## src/rtl/operand_req_arbiter.sv

```systemverilog
// Credit-limited round-robin arbiter sharing one VRF read port among NrReq operand queues.
// Optional ARA_OPQ_ARB_PERF_EN adds stall_cnt_o, a saturating count of request-without-grant cycles.
//   state | meaning
//   IDLE  | ready for a new command
//   CMD   | pushing the command into the queue's command FIFO
//   ISSUE | competing for VRF reads until remaining words reach 0
module operand_req_arbiter #(
    parameter int unsigned NrReq       = 4,
    parameter int unsigned BufferDepth = 2,
    parameter int unsigned CntWidth    = 16
) (
    input  logic                             clk_i,
    input  logic                             rst_ni,
    input  logic [NrReq-1:0]                 req_valid_i,
    input  logic [NrReq-1:0][CntWidth-1:0]   req_nwords_i,
    output logic [NrReq-1:0]                 req_ready_o,
    output logic [NrReq-1:0]                 cmd_valid_o,
    output logic                             vrf_req_o,
    output logic [$clog2(NrReq)-1:0]         vrf_idx_o,
    input  logic                             vrf_gnt_i,
    output logic [NrReq-1:0]                 issued_o,
    input  logic [NrReq-1:0]                 pop_i,
    output logic                             busy_o,
    output logic                             err_o
`ifdef ARA_OPQ_ARB_PERF_EN
    ,
    output logic [31:0]                      stall_cnt_o
`endif
);

    localparam int unsigned IdxW  = $clog2(NrReq);
    localparam int unsigned UsedW = $clog2(BufferDepth + 1);

    typedef enum logic [1:0] {IDLE, CMD, ISSUE} state_e;

    state_e              state_q [NrReq];
    state_e              state_d [NrReq];
    logic [CntWidth-1:0] rem_q   [NrReq];
    logic [UsedW-1:0]    used_q  [NrReq];
    logic [IdxW-1:0]     rr_q;
    logic [IdxW-1:0]     winner;
    logic [IdxW-1:0]     cand;
    logic                found;
    logic [NrReq-1:0]    eligible;
    logic [NrReq-1:0]    underflow;
    logic                grant;
    logic                err_q;

    always_comb begin
        eligible  = '0;
        underflow = '0;
        for (int i = 0; i < NrReq; i++) begin
            eligible[i]  = (state_q[i] == ISSUE) && (rem_q[i] != '0) &&
                           (used_q[i] < UsedW'(BufferDepth));
            underflow[i] = pop_i[i] && (used_q[i] == '0);
        end
    end

    // First eligible requester at or after rr_q, wrapping.
    always_comb begin
        winner = '0;
        cand   = '0;
        found  = 1'b0;
        for (int k = 0; k < NrReq; k++) begin
            cand = IdxW'((int'(rr_q) + k) % NrReq);
            if (!found && eligible[cand]) begin
                winner = cand;
                found  = 1'b1;
            end
        end
    end

    assign grant = found && vrf_gnt_i;

    always_ff @(posedge clk_i or negedge rst_ni) begin
        if (!rst_ni) begin
            for (int i = 0; i < NrReq; i++) state_q[i] <= IDLE;
        end else begin
            for (int i = 0; i < NrReq; i++) state_q[i] <= state_d[i];
        end
    end

    always_comb begin
        for (int i = 0; i < NrReq; i++) begin
            state_d[i] = state_q[i];
            case (state_q[i])
                IDLE:    if (req_valid_i[i]) state_d[i] = CMD;
                CMD:     state_d[i] = (rem_q[i] == '0) ? IDLE : ISSUE;
                ISSUE:   if (grant && (winner == IdxW'(i)) && (rem_q[i] == CntWidth'(1)))
                             state_d[i] = IDLE;
                default: state_d[i] = IDLE;
            endcase
        end
    end

    always_comb begin
        req_ready_o = '0;
        cmd_valid_o = '0;
        issued_o    = '0;
        busy_o      = 1'b0;
        for (int i = 0; i < NrReq; i++) begin
            req_ready_o[i] = (state_q[i] == IDLE);
            cmd_valid_o[i] = (state_q[i] == CMD);
            issued_o[i]    = grant && (winner == IdxW'(i));
            if (state_q[i] != IDLE) busy_o = 1'b1;
        end
        vrf_req_o = found;
        vrf_idx_o = winner;
        err_o     = err_q;
    end

    // A pop against an empty buffer is not counted; an issue in the same cycle still counts.
    always_ff @(posedge clk_i or negedge rst_ni) begin
        if (!rst_ni) begin
            for (int i = 0; i < NrReq; i++) begin
                rem_q[i]  <= '0;
                used_q[i] <= '0;
            end
            rr_q  <= '0;
            err_q <= 1'b0;
        end else begin
            for (int i = 0; i < NrReq; i++) begin
                if (req_ready_o[i] && req_valid_i[i]) rem_q[i] <= req_nwords_i[i];
                else if (issued_o[i])                 rem_q[i] <= rem_q[i] - CntWidth'(1);
                case ({issued_o[i], pop_i[i] && !underflow[i]})
                    2'b10:   used_q[i] <= used_q[i] + UsedW'(1);
                    2'b01:   used_q[i] <= used_q[i] - UsedW'(1);
                    default: used_q[i] <= used_q[i];
                endcase
            end
            if (grant) rr_q <= (winner == IdxW'(NrReq - 1)) ? '0 : winner + IdxW'(1);
            if (|underflow) err_q <= 1'b1;
        end
    end

`ifdef ARA_OPQ_ARB_PERF_EN
    always_ff @(posedge clk_i or negedge rst_ni) begin
        if (!rst_ni)                                       stall_cnt_o <= '0;
        else if (found && !vrf_gnt_i && (stall_cnt_o != '1)) stall_cnt_o <= stall_cnt_o + 32'd1;
    end
`endif

endmodule

```

## config.mk

```make
export PLATFORM = sky130hd
export DESIGN_NAME = operand_req_arbiter
export DESIGN_NICKNAME = d
export VERILOG_FILES = /design/src/rtl/operand_req_arbiter.sv
export SDC_FILE = /design/constraint.sdc
export NUM_CORES = 1
export LEC_CHECK = 0
export CAP_MARGIN = 0
export CORE_MARGIN = 5
export CORE_UTILIZATION = 48
export CTS_CLUSTER_SIZE = 8
export DETAILED_ROUTE_END_ITERATION = 8
export GPL_ROUTABILITY_DRIVEN = 0
export PLACE_DENSITY_LB_ADDON = 0.12
export SLEW_MARGIN = 20
export SYNTH_ARGS = -nofsm -noshare
export SYNTH_HDL_FRONTEND = slang
export SYNTH_SLANG_ARGS = --single-unit
```

## constraint.sdc

```tcl
create_clock -name clk_i -period 3.32 [get_ports clk_i]
set_input_delay 0.332 -clock clk_i [delete_from_list [all_inputs] [get_ports clk_i]]
set_output_delay 0.332 -clock clk_i [all_outputs]
set_load 0.1 [all_outputs]
```

======== Word level (Yosys, flattened, before mapping) ========
Index checks and enable logic that the tools add are counted.
word-level totals
  logic and storage cells ................. 191
  register bits after elaboration ......... 83
  output and inout port bits .............. 17
operators by class
  add/sub/neg operators ................... 16
  equality and inequality tests ........... 31
  order comparisons ....................... 8
  multiplexer cells ....................... 49
  reduce and logical (&&, ||, !) cells .... 73
operator list
  kind                                                         count
  2-to-1 mux 16 bit                                            8
  == test 16 x 1 -> 1 bit (second input constant)              4
  zero test 16 bit                                             4
  nonzero test 16 bit                                          4
  subtractor 16 x 1 -> 16 bit (second input constant)          4
  2-to-1 mux 2 bit                                             17
  logical AND 1 bit                                            32
  one-hot mux 2 bit (3 select lines)                           4
  nonzero test 2 bit                                           12
  == test 2 bit (second input constant)                        10
  == test 2 x 1 -> 1 bit (second input constant)               9
  zero test 2 bit                                              9
  one-hot mux 2 bit (2 select lines)                           4
  adder 2 x 1 -> 2 bit (second input constant)                 6
  less-than comparator 2 x 3 -> 1 bit (second input constant)  4
  2-to-1 mux 1 bit                                             12
  binary-select mux 1 bit (select 2 bit)                       4
  less-than comparator 2 bit (second input constant)           4
  != test 2 x 1 -> 1 bit (second input constant)               4
  != test 2 bit (second input constant)                        4
  AND reduction 2 bit                                          4
  subtractor 2 x 1 -> 2 bit (second input constant)            4
  zero test 1 bit                                              7
  adder 2 bit (second input constant)                          2
  OR reduction 4 bit                                           1

======== Logic depth before layout (Yosys ltp) ========
Gate-level depths: netlist of run 1.
  word-level depth ........................ 20
  gate-level depth with buffers ........... 15
  depth with buffers taken out ............ 15

======== Least setup slack after synthesis of run 1 ========
OpenSTA, ideal clock, no wires.
  path type ............................... reg-to-reg
  start point ............................. register rem_q[16] in the netlist's numbering
  end point ............................... register rem_q[0] in the netlist's numbering
  data required time ...................... 3,193 ps
  stages on the path, launching flop included .. 14
  path buffers ............................ 0
  setup time .............................. 127 ps
  setup slack ............................. -2,421 ps
  clock period less this slack ............ 5,741 ps
  arrival time ............................ 5,614 ps
  cell sequence ........................... dfrtp_1 inv_1 ha_1 or3b_2 nor2_1 a31oi_1 mux2i_1 nor2_1 nor3_1 ha_1 nand3_1 inv_1 xnor2_1 o21ai_0
on the way
  cells in the longest elaborated chain, start to end .. 18
  elaborated cells between the ends (all ways) .. 29
  classes of those cells .................. 1 x eq/ne; 16 x mux; 12 x reduce/logical
ends and longest elaborated chain
  element                                  line  text
  from (decl)                              38    logic [CntWidth-1:0] rem_q [NrReq];
  from (signal, indexed assignment)        123   if (req_ready_o[i] && req_valid_i[i]) rem_q[i] <= req_nwords_i[i];
  from (signal, indexed assignment)        124   else if (issued_o[i]) rem_q[i] <= rem_q[i] - CntWidth'(1);
  nonzero test 16 bit (*)                  53    eligible[i] = (state_q[i] == ISSUE) && (rem_q[i] != '0) &&
  logical AND 1 bit (*) (2 in a row)       53
  binary-select mux 1 bit (select 2 bit)   66    if (!found && eligible[cand]) begin
  2-to-1 mux 1 bit (not written as such)   66
  2-to-1 mux 1 bit                         66
  zero test 1 bit                          66
  logical AND 1 bit                        66
  2-to-1 mux 1 bit                         66
  [... 3 more ...]                         -
  zero test 1 bit                          66
  logical AND 1 bit                        66
  2-to-1 mux 2 bit (*)                     66
  net vrf_idx_o[0]                         19    output logic [$clog2(NrReq)-1:0] vrf_idx_o,
  == test 2 bit (*)                        104   issued_o[i] = grant && (winner == IdxW'(i));
  logical AND 1 bit (*)                    104
  net issued_o[3]                          21    output logic [NrReq-1:0] issued_o,
  nonzero test 2 bit (no source line) (*)  -
Mark *: on every way through the listed nets, which the timed path passes. The rest lies on a longest branch. The select of a mux whose other input is x is not followed.
A chain may end at the register's enable or synchronous reset.

======== Worst setup path in the final report of run 1 ========
  start point ............................. register rem_q[4] in the netlist's numbering
  end point ............................... output issued_o[0]
on the way
  cells in the longest elaborated chain, start to end .. 17
  elaborated cells between the ends (all ways) .. 28
  classes of those cells .................. 16 x mux; 12 x reduce/logical
ends and longest elaborated chain
  element                                                      line
  nonzero test 16 bit (*)                                      53
  logical AND 1 bit (*) (2 in a row)                           53
  binary-select mux 1 bit (select 2 bit)                       66
  2-to-1 mux 1 bit (not written as such)                       66
  2-to-1 mux 1 bit                                             66
  zero test 1 bit                                              66
  logical AND 1 bit                                            66
  2-to-1 mux 1 bit                                             66
  zero test 1 bit                                              66
  logical AND 1 bit                                            66
  2-to-1 mux 1 bit                                             66
  zero test 1 bit                                              66
  logical AND 1 bit                                            66
  2-to-1 mux 2 bit / 2-to-1 mux 1 bit (equally long branches)  66
  zero test 2 bit / logical AND 1 bit (equally long branches)  104, 73
  logical AND 1 bit (*)                                        104
  to (decl)                                                    21
Mark *: on every way between the ends. The rest lies on a longest branch, timed or not. The select of a mux whose other input is x is not followed.

==> out/qor.yml, run 1 <==
path_class: "reg2out"
synthDominantCellAreaShare_pct: 42.1
drc: 0
antenna_found_initial: 0
grt_pass1_vias: 4447
crit_end: "issued_o[0]"
synthMuxAreaShare_pct: 0.432
reg2reg_from: "rem_q[55]"
hold_path.class: "in2async"
synthAdderAreaFrac_pct: 4.06
yosys_warnings: 0
cp.required_ns: 2.99
setup_ws_ns: -0.0192
fp.dieW_um: 111
port_buffers: 91
setup.worst_path.start: "rem_q[4]"
reg2reg_slack_ns: 0.08
synth_area_leaders: "dfrtp_1 42%, xor2_1 7.3%, nand2_1 5.1%"
maxSlewViolCount: 0
wire_per_inst_um: 15.6
yosysMostFrequentCell: "dfrtp_1"
grt_max_degree: 84
rsz0062_at_grt: "true"
synth_top_family_by_area: "simple AND/OR/NAND/NOR gates"
reg2reg_to: "rem_q[38]"
cts-root-buf: "clkbuf_8"
clock_latency_ns: 0.37
wirelength_um: 12900
postCtsHoldBufs: 0
htreeDepth: 3
syn-num-nets: 649
stdcell_count: 828
dieArea_mm2: 0.0124
ant_nets: 0
netlist_instances: 558
cp.arrival_ns: 3.01
grt_pass1_wl_um: 21500
tritoncts: "yes"
vias_per_cell: 5.36
skew_ns: 0.00917
async_flop_share_pct: 100
period_share_pct: 101
power_density_mw_per_mm2: 1020
avgSynthCellArea_um2: 8.83
netlist_area_mm2: 0.00493
vias: 4439
synth-edff-count: 0
min_period_ns: 3.34
pin_count: 92
coreArea_mm2: 0.0102
path_clk_slew_ns: 0.09
tns_ns: -0.0362
initial_core_util_pct: 48.4
maxCapViolations: 0
die_y_um: 111
status: "finished, violations left"
vdd_drop_max_mv: 0.672
reg2regPathDepth: 12
failed_checks: "negative hold slack, negative setup slack"
seq_area_frac_synth_pct: 42.1
fmax_mhz: 299
cts_buffers: 9
place_area_mm2: 0.00619
synthTopCellsByCount: "83 x dfrtp_1, 67 x nand2_1, 59 x nor2_1"
overflow: 0
ys_ff_latch: 83
drive_gt1_share_pct: 19.1
grt_use_total_pct: 21.0
tightest_slew_ns: 0.984
setup_viol: 2
total_leakage_power_nw: 2.69
drtPass1Iterations: 4
synth_area_leader_cell: "dfrtp_1"
cp_max_fo: 5
cts.path.max_buffers: 2
placed_cells: 782
critical_path.endpoint_type: "primary output"
synthSimpleGateAreaFrac_pct: 26.8
areaGrowthSynthToFinish_pct: 39.8
synth_xor_xnor_area_share_pct: 11.6
cts.sinks: 83
nets: 778
dpl.hpwl_um: 8810
hold_violations: 1
synth_compound_area_share_pct: 10.9
final_area_mm2: 0.00689
drt_iter0_drc: 322
slew_headroom_pct: 34.2
ys.flop_type: "dfrtp_1"
num_antenna_cells: 0
synth_cell_types: 51
rows: 37
hold-worst-slack_ns: -0.00228
start_kind: "flop"
==> metrics by stage <==
stage               worst slack (ns)  util [%]  hold slack, ns  power, mW
floorplan                     -0.648         -          0.0364       4.46
global placement              0.0540      60.8           0.457       5.42
detailed placement           -0.0376      60.8           0.456       5.51
CTS                          -0.0353      65.7           0.187       6.79
global route                  -0.155      67.6          0.0552       7.47
finish                       -0.0192      67.6        -0.00228       7.00
==> metal layers <==
metal	vias to the layer above	wire, um	global-route usage, %
li1	2203	-	-
met1	2114	5840	28.2
met2	112	6310	33.8
met3	10	636	5.92
met4	0	130	4.79
met5	-	0	0
==> sequential cells by signal, indices dropped and copies added, names as in the netlist <==
| register | cells |
|---|---|
| rem_q | 64 |
| state_q | 8 |
| used_q | 8 |
| rr_q | 2 |
| err_o | 1 |
==> layout by cell type (no fill, tap or decap), types with 5 or more instances in the layout <==
| master | count |
|---|---|
| nor2b_1 | 13 |
| nand4_1 | 23 |
| xor2_1 | 41 |
| o21ai_0 | 40 |
| nand3_1 | 17 |
| xnor2_1 | 24 |
| inv_1 | 14 |
| buf_6 | 5 |
| o21ai_1 | 8 |
| buf_4 | 53 |
| nor2_1 | 57 |
| clkbuf_8 | 10 |
| clkdlybuf4s50_1 | 76 |
| or4_4 | 5 |
| a21oi_1 | 19 |
| nand2_1 | 67 |
| ha_1 | 11 |
| nor3_1 | 8 |
| nor4_1 | 10 |
| dfrtp_1 | 83 |
| a31oi_1 | 8 |
| buf_12 | 9 |
==> worst max-delay path, cell delays in order (launching register included) <==
cell	delay [ns]
dfrtp_1	0.41
or4_4	0.55
nor4b_4	0.39
a2111oi_4	0.16
nor4_4	0.34
bufinv_8	0.24
buf_6	0.13
nand3_4	0.08
buf_6	0.14
inv_8	0.04
buf_12	0.15
==> where the power goes <==
| group | internal (mW) | total [mW] | leakage (nW) | switching, mW |
|---|---|---|---|---|
| logic | 1.76 | 4.13 | 1.59 | 2.37 |
| clock network | 0.445 | 0.824 | 0.111 | 0.378 |
| registers | 1.50 | 2.04 | 0.990 | 0.541 |
| total | 3.71 | 7.00 | 2.69 | 3.29 |
==> worst min-delay path by stage <==
stage	cells past startpoint	slack, ns	endpoint
after floorplan	0	0.04	err_o
after global placement	2	0.46	err_o
after detailed placement	2	0.46	err_o
after CTS	1	0.19	rem_q[16]
after global routing	1	0.06	rem_q[29]
final	1	-0.002	rem_q[16]
==> final cells by class <==
cell class / count / area (um2)
fillers: 838 / 3300
clock buffers: 12 / 145
well taps: 136 / 170
clock inverters: 4 / 73.8
multi-input cells: 429 / 2910
repair buffers: 143 / 1400
inverters: 21 / 118
flip-flops and latches: 83 / 2080
==> cells by family after synthesis <==
kind of cell | count (synthesis)
mux | 2
simple gates | 252
fa+ha+maj | 16
buf+inv | 46
flops | 83
compound gates | 94
xor+xnor | 65
==> timing repair <==
item                                    in CTS  in global routing
endpoints found under the setup margin       9                 24
pin swaps                                   12                 12
resized for setup                           26                 23
setup buffers                               20                 15
Power figures use the tool's default switching activity.
==> run 2, diff against run 1 <==
--- a/config.mk
+++ b/config.mk
@@ -6,8 +6,10 @@
 export NUM_CORES = 1
 export LEC_CHECK = 0
 export CAP_MARGIN = 0
+export CELL_PAD_IN_SITES_DETAIL_PLACEMENT = 1
+export CELL_PAD_IN_SITES_GLOBAL_PLACEMENT = 2
 export CORE_MARGIN = 5
-export CORE_UTILIZATION = 48
+export CORE_UTILIZATION = 29
 export CTS_CLUSTER_SIZE = 8
 export DETAILED_ROUTE_END_ITERATION = 8
 export GPL_ROUTABILITY_DRIVEN = 0
==> run 2 against run 1 <==
Compared with the run above:
- the run now ends clean
- clock skew decreased by 0.0018 ns
- via count increased by 1.2%
- worst setup slack improved by 0.077 ns
- sequential share of layout area decreased by 0.52 points
- sequential cell count unchanged
- cell count increased by 10%
- die area increased by 59%
- global-route usage decreased by 5.1 points
- largest power group unchanged
- clock power increased by 27%
- sequential power about the same
- largest cell class unchanged
==> out/qor.yml, run 2 (synthesis gave the netlist of run 1 again) <==
wire_per_inst_um: 16.7
drt_iter0_drc: 119
cp.arrival_ns: 2.93
reg2reg_from: "rem_q[17]"
slowest_delay_ns: 0.41
start_kind: "flop"
path_clk_slew_ns: 0.06
period_share_pct: 98.3
hold_path.class: "in2async"
largest_register_ffs: 64
setup.worst_path.start: "rem_q[17]"
mostFrequentLayoutCells: "83 x dfrtp_1, 76 x clkdlybuf4s50_1, 67 x nand2_1, 59 x buf_4, 57 x nor2_1"
grt_use_total_pct: 15.8
coreArea_mm2: 0.0166
wirelength_um: 15300
top_register: "rem_q"
path_class: "reg2out"
cp_max_fo: 4
drtPass1Iterations: 4
preCtsSetupSlack_ns: 0.0328
total_leakage_power_nw: 2.73
port_buffers: 91
ant_nets: 0
final_area_mm2: 0.00701
tritoncts: "yes"
maxCapViolations: 0
power.total_mw: 7.14
antenna_found_initial: 0
critical_path.endpoint_type: "primary output"
fmax_mhz: 307
fp.dieW_um: 140
htreeDepth: 3
status: "completed"
cts_buffers: 9
initial_core_util_pct: 29.6
areaGrowthSynthToFinish_pct: 42.2
maxSlewViolCount: 0
die_y_um: 140
cts-root-buf: "clkbuf_16"
fin_util_pct: 42.1
crit_end: "issued_o[1]"
grt_pass1_wl_um: 25400
hold_violations: 0
tightest_slew_ns: 0.970
cp.required_ns: 2.99
grt_pass1_vias: 5081
rsz0062_at_grt: "true"
drive_gt1_share_pct: 18.4
slowest_stage: "dfrtp_1"
final_common_cell: "dfrtp_1"
vdd_drop_max_mv: 0.652
dieArea_mm2: 0.0197
cts.sinks: 83
path_cells: "inv_2 > ha_1 > or3b_4 > nor2_4 > a31oi_4 > mux2i_1 > nor2_2 > nor3_4 > buf_4 > ha_4 > nand3_2 > buf_4 > inv_6 > buf_12"
cts.path.max_buffers: 2
busiest_layer: "met2"
slew_headroom_pct: 35.1
use_met2_pct: 27.8
top_regs: "rem_q: 64 flops, state_q: 8 flops, used_q: 8 flops"
min_period_ns: 3.26
nets: 780
reg2reg_to: "rem_q[13]"
setup_ws_ns: 0.0574
skew_ns: 0.00736
use_met3_pct: 4.09
vias: 4493
setup_viol: 0
vias_per_cell: 4.92
power_density_mw_per_mm2: 1020
grt_max_degree: 57
dpl.hpwl_um: 11400
reg2reg_slack_ns: 0.12
hold-worst-slack_ns: 0.0579
cpMostUsedCell: "buf_4"
rows: 47
num_antenna_cells: 0
overflow: 0
met1_usage_pct: 19.7
pin_count: 92
reg2regPathDepth: 15
drc: 0
clock_latency_ns: 0.35
place_area_mm2: 0.00641
==> run 2: cell types whose count changed in the layout (fill, tap and decap cells not counted), sizes merged <==
| cell | previous run | this run |
|---|---|---|
| clkinv | 2 | 0 |
| inv | 18 | 19 |
| buf | 67 | 69 |
| bufinv | 3 | 1 |
| clkbuf | 12 | 15 |
==> run 2: critical path, delay by kind of cell, from the launching register on <==
kind,cells,cell delay [ns]
muxes,1,0.23
buffers and inverters,5,0.64
and+or+nand+nor,5,0.88
DFF,1,0.41
AOI/OAI and AO/OA,1,0.12
adders and majority gates,2,0.31
==> run 2: worst min path at each step <==
stage,start,end
3_5_place_dp,rst_ni,rem_q[22]
6_report,rst_ni,rem_q[18]
2_1_floorplan,rst_ni,err_o
3_3_place_gp,rst_ni,rem_q[22]
5_1_grt,rst_ni,rem_q[16]
4_1_cts,rst_ni,rem_q[22]
==> run 2: final cells by class <==
| class | instances | area, um2 |
|---|---|---|
| timing repair buffer | 145 | 1380 |
| inverter | 21 | 104 |
| multi-input combinational | 429 | 2870 |
| fill | 1929 | 9630 |
| tap | 220 | 275 |
| sequential | 83 | 2080 |
| clock buffer | 15 | 278 |
| clock inverter | 1 | 30.0 |
==> run 2: what timing repair did <==
action	in CTS	in global routing
gates resized for setup	20	15
gates cloned	0	0
pin swaps	10	5
buffers inserted	9	9
hold buffers	0	0
setup endpoints to repair	5	18
==> run 2: through the flow <==
step / TNS, ns / cells
finish: 0 / 914
global route: -0.299 / 914
CTS: -0.0230 / 905
detailed placement: 0 / 881
global placement: 0 / 881
floorplan: -28.93 / 558
==> run 2: metal layers <==
metal  part of all wire, %  wire length, um
met2                    51             7770
met5                     0                0
met1                    45             6840
met4                  0.95              145
met3                   3.5              536
==> run 2: report_power, final <==
part           leakage (nW)  internal [mW]  switching (mW)  total (mW)
Combinational          1.59           1.65            2.43        4.08
Sequential            0.990           1.50           0.513        2.02
Clock                 0.150          0.646           0.403        1.05
Total                  2.73           3.80            3.34        7.14
==> run 3, diff against run 2 <==
--- a/config.mk
+++ b/config.mk
@@ -5,6 +5,7 @@
 export SDC_FILE = /design/constraint.sdc
 export NUM_CORES = 1
 export LEC_CHECK = 0
+export ABC_CLOCK_PERIOD_IN_PS = 3320
 export CAP_MARGIN = 0
 export CELL_PAD_IN_SITES_DETAIL_PLACEMENT = 1
 export CELL_PAD_IN_SITES_GLOBAL_PLACEMENT = 2
@@ -14,7 +15,6 @@
 export DETAILED_ROUTE_END_ITERATION = 8
 export GPL_ROUTABILITY_DRIVEN = 0
 export PLACE_DENSITY_LB_ADDON = 0.12
-export SLEW_MARGIN = 20
 export SYNTH_ARGS = -nofsm -noshare
 export SYNTH_HDL_FRONTEND = slang
 export SYNTH_SLANG_ARGS = --single-unit
==> results of run 3 <==
No change in the layout: final DEF, timing and power equal those of run 2.
